[config.mk]
export PLATFORM = sky130hd
export DESIGN_NAME = counter_phase_tracker
export DESIGN_NICKNAME = d
export VERILOG_FILES = /design/src/rtl/counter_pkg.sv /design/src/rtl/rise_detect.sv /design/src/rtl/counter_phase_tracker.sv
export SDC_FILE = /design/constraint.sdc
export NUM_CORES = 1
export LEC_CHECK = 0
export CAP_MARGIN = 25
export CELL_PAD_IN_SITES_DETAIL_PLACEMENT = 1
export CELL_PAD_IN_SITES_GLOBAL_PLACEMENT = 2
export CORE_MARGIN = 8
export CORE_UTILIZATION = 40
export CTS_BUF_LIST = sky130_fd_sc_hd__clkbuf_2 sky130_fd_sc_hd__clkbuf_4 sky130_fd_sc_hd__clkbuf_8
export DETAILED_ROUTE_END_ITERATION = 8
export DONT_BUFFER_PORTS = 1
export PLACE_DENSITY_LB_ADDON = 0.25
export SETUP_SLACK_MARGIN = 0.2
export SLEW_MARGIN = 20
export SYNTH_ARGS = -nofsm -noshare
export SYNTH_HDL_FRONTEND = slang
export SYNTH_SLANG_ARGS = --single-unit
[constraint.sdc]
create_clock -name clock -period 2.3 [get_ports clock]
set_clock_uncertainty 0.1 [all_clocks]
set_input_delay 0.23 -clock clock [delete_from_list [all_inputs] [get_ports clock]]
set_output_delay 0.23 -clock clock [all_outputs]
set_load 0.02 [all_outputs]
[src/rtl/counter_pkg.sv]
// Shared definitions for the mod-N phase counter family.
// The transmitter and this tracker both take their default modulus and marker
// phase from here, so the two sides agree without extra configuration.
package counter_pkg;

  localparam int unsigned DEF_PERIOD     = 8;
  localparam int unsigned DEF_MARK_PHASE = 2;

  typedef enum logic [1:0] {
    SEARCH,
    VERIFY,
    LOCKED
  } state_t;

  // Phase to load on the cycle after a marker edge: the edge cycle itself is
  // taken to be the marker phase.
  function automatic int unsigned realign_phase(input int unsigned period,
                                                input int unsigned mark_phase);
    return (mark_phase + 1) % period;
  endfunction

endpackage

[src/rtl/rise_detect.sv]
// Rising-edge detector for the marker line.
// Ports:
//   clock    - rising-edge clock
//   reset_n  - asynchronous active-low reset
//   pulse_in - raw marker line
//   rise     - high for the cycle where pulse_in is 1 and was 0 last cycle
// The history register updates every cycle regardless of any freeze, so a
// line that rose during a freeze never produces a late edge.
module rise_detect (
  input  logic clock,
  input  logic reset_n,
  input  logic pulse_in,
  output logic rise
);

  logic pulse_prev;

  always_ff @(posedge clock or negedge reset_n) begin
    if (!reset_n) begin
      pulse_prev <= 1'b0;
    end else begin
      pulse_prev <= pulse_in;
    end
  end

  assign rise = pulse_in & ~pulse_prev;

endmodule

[src/rtl/counter_phase_tracker.sv]
// Receive-side phase tracker for the stoppable mod-PERIOD phase counter.
// Recovers the transmitter phase from its once-per-revolution marker, declares
// lock after LOCK_COUNT consecutive on-phase markers, flags slips while locked
// and regenerates a local marker.
// Ports:
//   clock    - rising-edge clock
//   reset_n  - asynchronous active-low reset
//   pulse_in - marker line from the transmitter
//   stop     - shared freeze (1 = transmitter counter held)
//   phase    - recovered phase (registered)
//   locked   - lock indicator (registered)
//   mark     - regenerated marker, combinational from registers and stop
//   err      - one-cycle slip flag (registered)
module counter_phase_tracker
  import counter_pkg::*;
#(
  parameter  int unsigned PERIOD     = DEF_PERIOD,
  parameter  int unsigned MARK_PHASE = DEF_MARK_PHASE,
  parameter  int unsigned LOCK_COUNT = 3,
  parameter  int unsigned MISS_LIMIT = 2,
  localparam int unsigned PW         = (PERIOD > 1) ? $clog2(PERIOD) : 1
) (
  input  logic          clock,
  input  logic          reset_n,
  input  logic          pulse_in,
  input  logic          stop,
  output logic [PW-1:0] phase,
  output logic          locked,
  output logic          mark,
  output logic          err
);

  localparam int unsigned MW  = $clog2(LOCK_COUNT + 1);
  localparam int unsigned SW  = $clog2(MISS_LIMIT + 1);

  localparam logic [PW-1:0] LAST_PH  = PW'(PERIOD - 1);
  localparam logic [PW-1:0] MARK_PH  = PW'(MARK_PHASE);
  localparam logic [PW-1:0] ALIGN_PH = PW'(realign_phase(PERIOD, MARK_PHASE));
  localparam logic [MW-1:0] LOCK_N   = MW'(LOCK_COUNT);
  localparam logic [SW-1:0] MISS_N   = SW'(MISS_LIMIT);

  state_t        state_q, state_d;
  logic [PW-1:0] phase_d, phase_adv;
  logic [MW-1:0] match_q, match_d, match_inc;
  logic [SW-1:0] miss_q, miss_d, miss_inc;
  logic          err_d;
  logic          rise;
  logic          mark_cyc;

  rise_detect u_rise (
    .clock    (clock),
    .reset_n  (reset_n),
    .pulse_in (pulse_in),
    .rise     (rise)
  );

  assign phase_adv = (phase == LAST_PH) ? '0 : phase + 1'b1;
  assign mark_cyc  = (phase == MARK_PH);
  assign match_inc = match_q + 1'b1;
  assign miss_inc  = miss_q + 1'b1;

  always_comb begin
    state_d = state_q;
    phase_d = phase;
    match_d = match_q;
    miss_d  = miss_q;
    err_d   = 1'b0;

    // A frozen cycle holds everything; the edge history still advances in
    // rise_detect.
    if (!stop) begin
      phase_d = phase_adv;
      case (state_q)
        SEARCH: begin
          if (rise) begin
            phase_d = ALIGN_PH;
            match_d = MW'(1);
            miss_d  = '0;
            state_d = (LOCK_COUNT == 1) ? LOCKED : VERIFY;
          end
        end
        VERIFY: begin
          if (rise && mark_cyc) begin
            match_d = match_inc;
            if (match_inc == LOCK_N) begin
              state_d = LOCKED;
              miss_d  = '0;
            end
          end else if (rise) begin
            phase_d = ALIGN_PH;
            match_d = MW'(1);
          end else if (mark_cyc) begin
            state_d = SEARCH;
            match_d = '0;
          end
        end
        LOCKED: begin
          // Phase free-runs while locked; a misplaced edge and a missing
          // marker are each one miss, and they can never share a cycle.
          if (rise && mark_cyc) begin
            miss_d = '0;
          end else if (rise || mark_cyc) begin
            err_d = 1'b1;
            if (miss_inc == MISS_N) begin
              state_d = SEARCH;
              miss_d  = '0;
              match_d = '0;
            end else begin
              miss_d = miss_inc;
            end
          end
        end
        default: begin
          state_d = SEARCH;
          match_d = '0;
          miss_d  = '0;
        end
      endcase
    end
  end

  always_ff @(posedge clock or negedge reset_n) begin
    if (!reset_n) begin
      state_q <= SEARCH;
      phase   <= '0;
      match_q <= '0;
      miss_q  <= '0;
      locked  <= 1'b0;
      err     <= 1'b0;
    end else begin
      state_q <= state_d;
      phase   <= phase_d;
      match_q <= match_d;
      miss_q  <= miss_d;
      locked  <= (state_d == LOCKED);
      err     <= err_d;
    end
  end

  assign mark = locked & ~stop & (phase == MARK_PH);

endmodule
==> results_dict.tcl <==
set metrics [dict create \
    grt_start_max_net_pins 13 \
    clock_path_buffers 2 \
    switching_share_pct 37.26 \
    synth_top_flop_cell "dfrtp_1" \
    pwr-share-seq_pct 42.6 \
    setup_ws_ps 357.4 \
    antenna_found_initial 0 \
    cp-startpoint "phase[0]$_DFFE_PN0N_" \
    min_path_cells 2 \
    place_area_sq_um 762.0 \
    numCtsBuffers 3 \
    final_cell_area_sq_um 837.1 \
    cts_tree "yes" \
    power_frac_comb_pct 39.8 \
    met3_usage_pct 4.783 \
    synth_nets 82 \
    io_pins 10 \
    setup-tns-final_ps 0 \
    utilization_pct 49.01 \
    dieArea_sq_mm 0.003399 \
    yosys-top-cells-count "dfrtp_1, ha_1, inv_1" \
    synth_edf_count 0 \
    die_y_microns 58.30 \
    grt_pass1_vias 524 \
    busiest_layer "met2" \
    fp.coreArea_sq_mm 0.001708 \
    period_share_pct 84.46 \
    worst_pin_slew_ps 553.2 \
    syn_area_per_cell_sq_um 10.22 \
    clockRootBuffer "clkbuf_4" \
    htreeDepth 1 \
    p_int_mw 0.4434 \
    dp_slack_ps 232.5 \
    outcome "complete, no violations" \
    yosysMostFrequentCell "dfrtp_1" \
    place.port_buffers 0 \
    initialDrtViolationCount 4 \
    p_leak_nw 0.4008 \
    vias 529 \
    yosysTopAreaCell "dfrtp_1" \
    use_met1_pct 12.45 \
    cp.arrival_ps 2000 \
    p_total_mw 0.7067 \
    drt-total-wl_mm 1.582 \
    ys.warnings.count 0 \
    use_met2_pct 16.06 \
    initial_core_util_pct 41.90 \
    maxSlewHeadroom_pct 63.00 \
    power_density_mw_per_mm2 844.3 \
    vias_per_cell 5.186 \
    max-cap-violations 0 \
    endpoint_kind "register" \
    drc 0 \
    min_from "stop" \
    slew_violations 0 \
    track_usage_pct 10.24 \
    syn_area_sq_um 715.7 \
    ir_drop_v 0.0004185 \
    postRouteAntennaNets 0 \
    fmax_mhz 514.8 \
    area_growth_pct 16.96 \
    finalSetupViolations 0 \
    drt_pre_antenna_iters 2 \
    startpoint_type "register" \
    fin_nets 91 \
    critPathKind "reg -> reg" \
    clock_sinks 12 \
    rows 15 \
    grt_pass1_wl_mm 2.628 \
    r2r_setup_slack_ps 360 \
    finalCriticalPeriod_ps 1943 \
    ys_types 31 \
    drive_above_1_share_pct 22.08 \
    grt_overflow 0 \
    hold_end "phase[1]$_DFFE_PN0N_" \
    path_clk_slew_ps 70 \
    die_w_microns 58.30 \
    p_switching_mw 0.2633 \
    synth.area.top_cells "dfrtp_1, ha_1, inv_1, nand2_1, o2bb2ai_1" \
    path_max_fanout 6 \
    synth_seq_cells 12 \
    hold_path.class "in -> reg" \
    worst_ep_required_time_ps 2350 \
    r2r-start "phase[0]$_DFFE_PN0N_" \
    synthArstFlopShare_pct 100.0 \
    seq_area_frac_synth_pct 41.96 \
    routedWlPerCell_microns 15.51 \
    place_hpwl_mm 1.108 \
    cts_setup_buffers 0 \
    final-hold-violation-count 0 \
    pwr-share-clk_pct 17.5 \
    netlist_instances 70 \
    rsz0062_at_grt "false" \
    synth_top_area_share_pct 41.96 \
    place_congestion 0.7498 \
    r2r_cells 9 \
    r2r-end "miss_q[0]$_DFFE_PN0P_" \
    clock_latency_ps 270 \
    diodes 0 \
]
-- area by class of cell --
class / instances / area (sq um)
well taps: 25 / 31.28
flip-flops and latches: 12 / 301.5
multi-input cells: 50 / 406.6
clock buffers: 3 / 22.52
fillers: 189 / 870.8
inverters: 6 / 22.52
repair buffers: 6 / 52.55
-- power by group through the flow --
stage,Sequential (mW),Combinational [mW],Clock [mW]
CTS,0.301,0.279,0.133
finish,0.301,0.282,0.124
detailed placement,0.305,0.266,0
floorplan,0.316,0.185,0
global placement,0.303,0.261,0
global route,0.308,0.324,0.140
-- worst max path at each step --
stage,to,slack (ps),cells after the start
floorplan,state_q[1]$_DFF_PN0_,310,8
global placement,state_q[1]$_DFF_PN0_,230,8
detailed placement,state_q[1]$_DFF_PN0_,230,6
CTS,state_q[1]$_DFF_PN0_,230,6
global route,miss_q[0]$_DFFE_PN0P_,220,9
finish,miss_q[0]$_DFFE_PN0P_,360,9
-- flip-flops by register name, indices dropped and copies added (netlist names) --
signal             cells
err                    1
locked                 1
match_q                2
miss_q                 2
phase                  3
state_q                2
u_rise.pulse_prev      1
-- per-stage QoR --
step | std cells | hold WS (ps)
after floorplan | 70 | -165.6
after global placement | 96 | -165.2
after detailed placement | 96 | -165.2
after CTS | 102 | 36.64
after global routing | 102 | 39.50
final | 102 | 44.92
-- placed cells by master, fill, tap and decap left out, drive strengths merged, types with 2 or more instances in the layout --
master | Yosys | layout
nand2b | 2 | 2
o2bb2ai | 2 | 2
inv | 6 | 6
dfrtp | 12 | 12
o21a | 2 | 2
ha | 8 | 8
a21o | 2 | 2
a21oi | 3 | 3
clkbuf | 2 | 3
a22oi | 2 | 2
nor2 | 4 | 4
o21ai | 3 | 3
buf | 0 | 3
or2 | 2 | 2
nor2b | 3 | 3
nand2 | 5 | 5
dlygate4sd3 | 0 | 3
-- worst max-delay path, stage by stage (launching register included) --
cell	delay (ps)
dfrtp_1	370
inv_1	70
ha_1	140
nand2b_1	140
inv_1	120
ha_2	240
nand2_1	80
a22oi_2	150
nand2_1	110
mux2_4	300
-- routing by layer --
layer | part of all wire [%] | wire [microns]
met5 | 0 | 0
met4 | 0.70 | 11
met3 | 6.1 | 96
met2 | 50 | 790
met1 | 43 | 683
-- kinds of logic after synthesis --
logic type / after synthesis / synth area share, %
buffers and inverters: 8 / 4.196
muxes: 1 / 2.097
AOI/OAI and AO/OA: 19 / 20.28
DFF: 12 / 41.96
and+or+nand+nor: 22 / 17.48
adders and majority gates: 8 / 13.99
-- timing repair --
item,4_1_cts,5_1_grt
resized for setup,0,4
hold buffers,3,0
endpoints found under the hold margin,18,0
endpoints found under the setup margin,0,5
No activity file was read; power rests on OpenSTA's default activity.
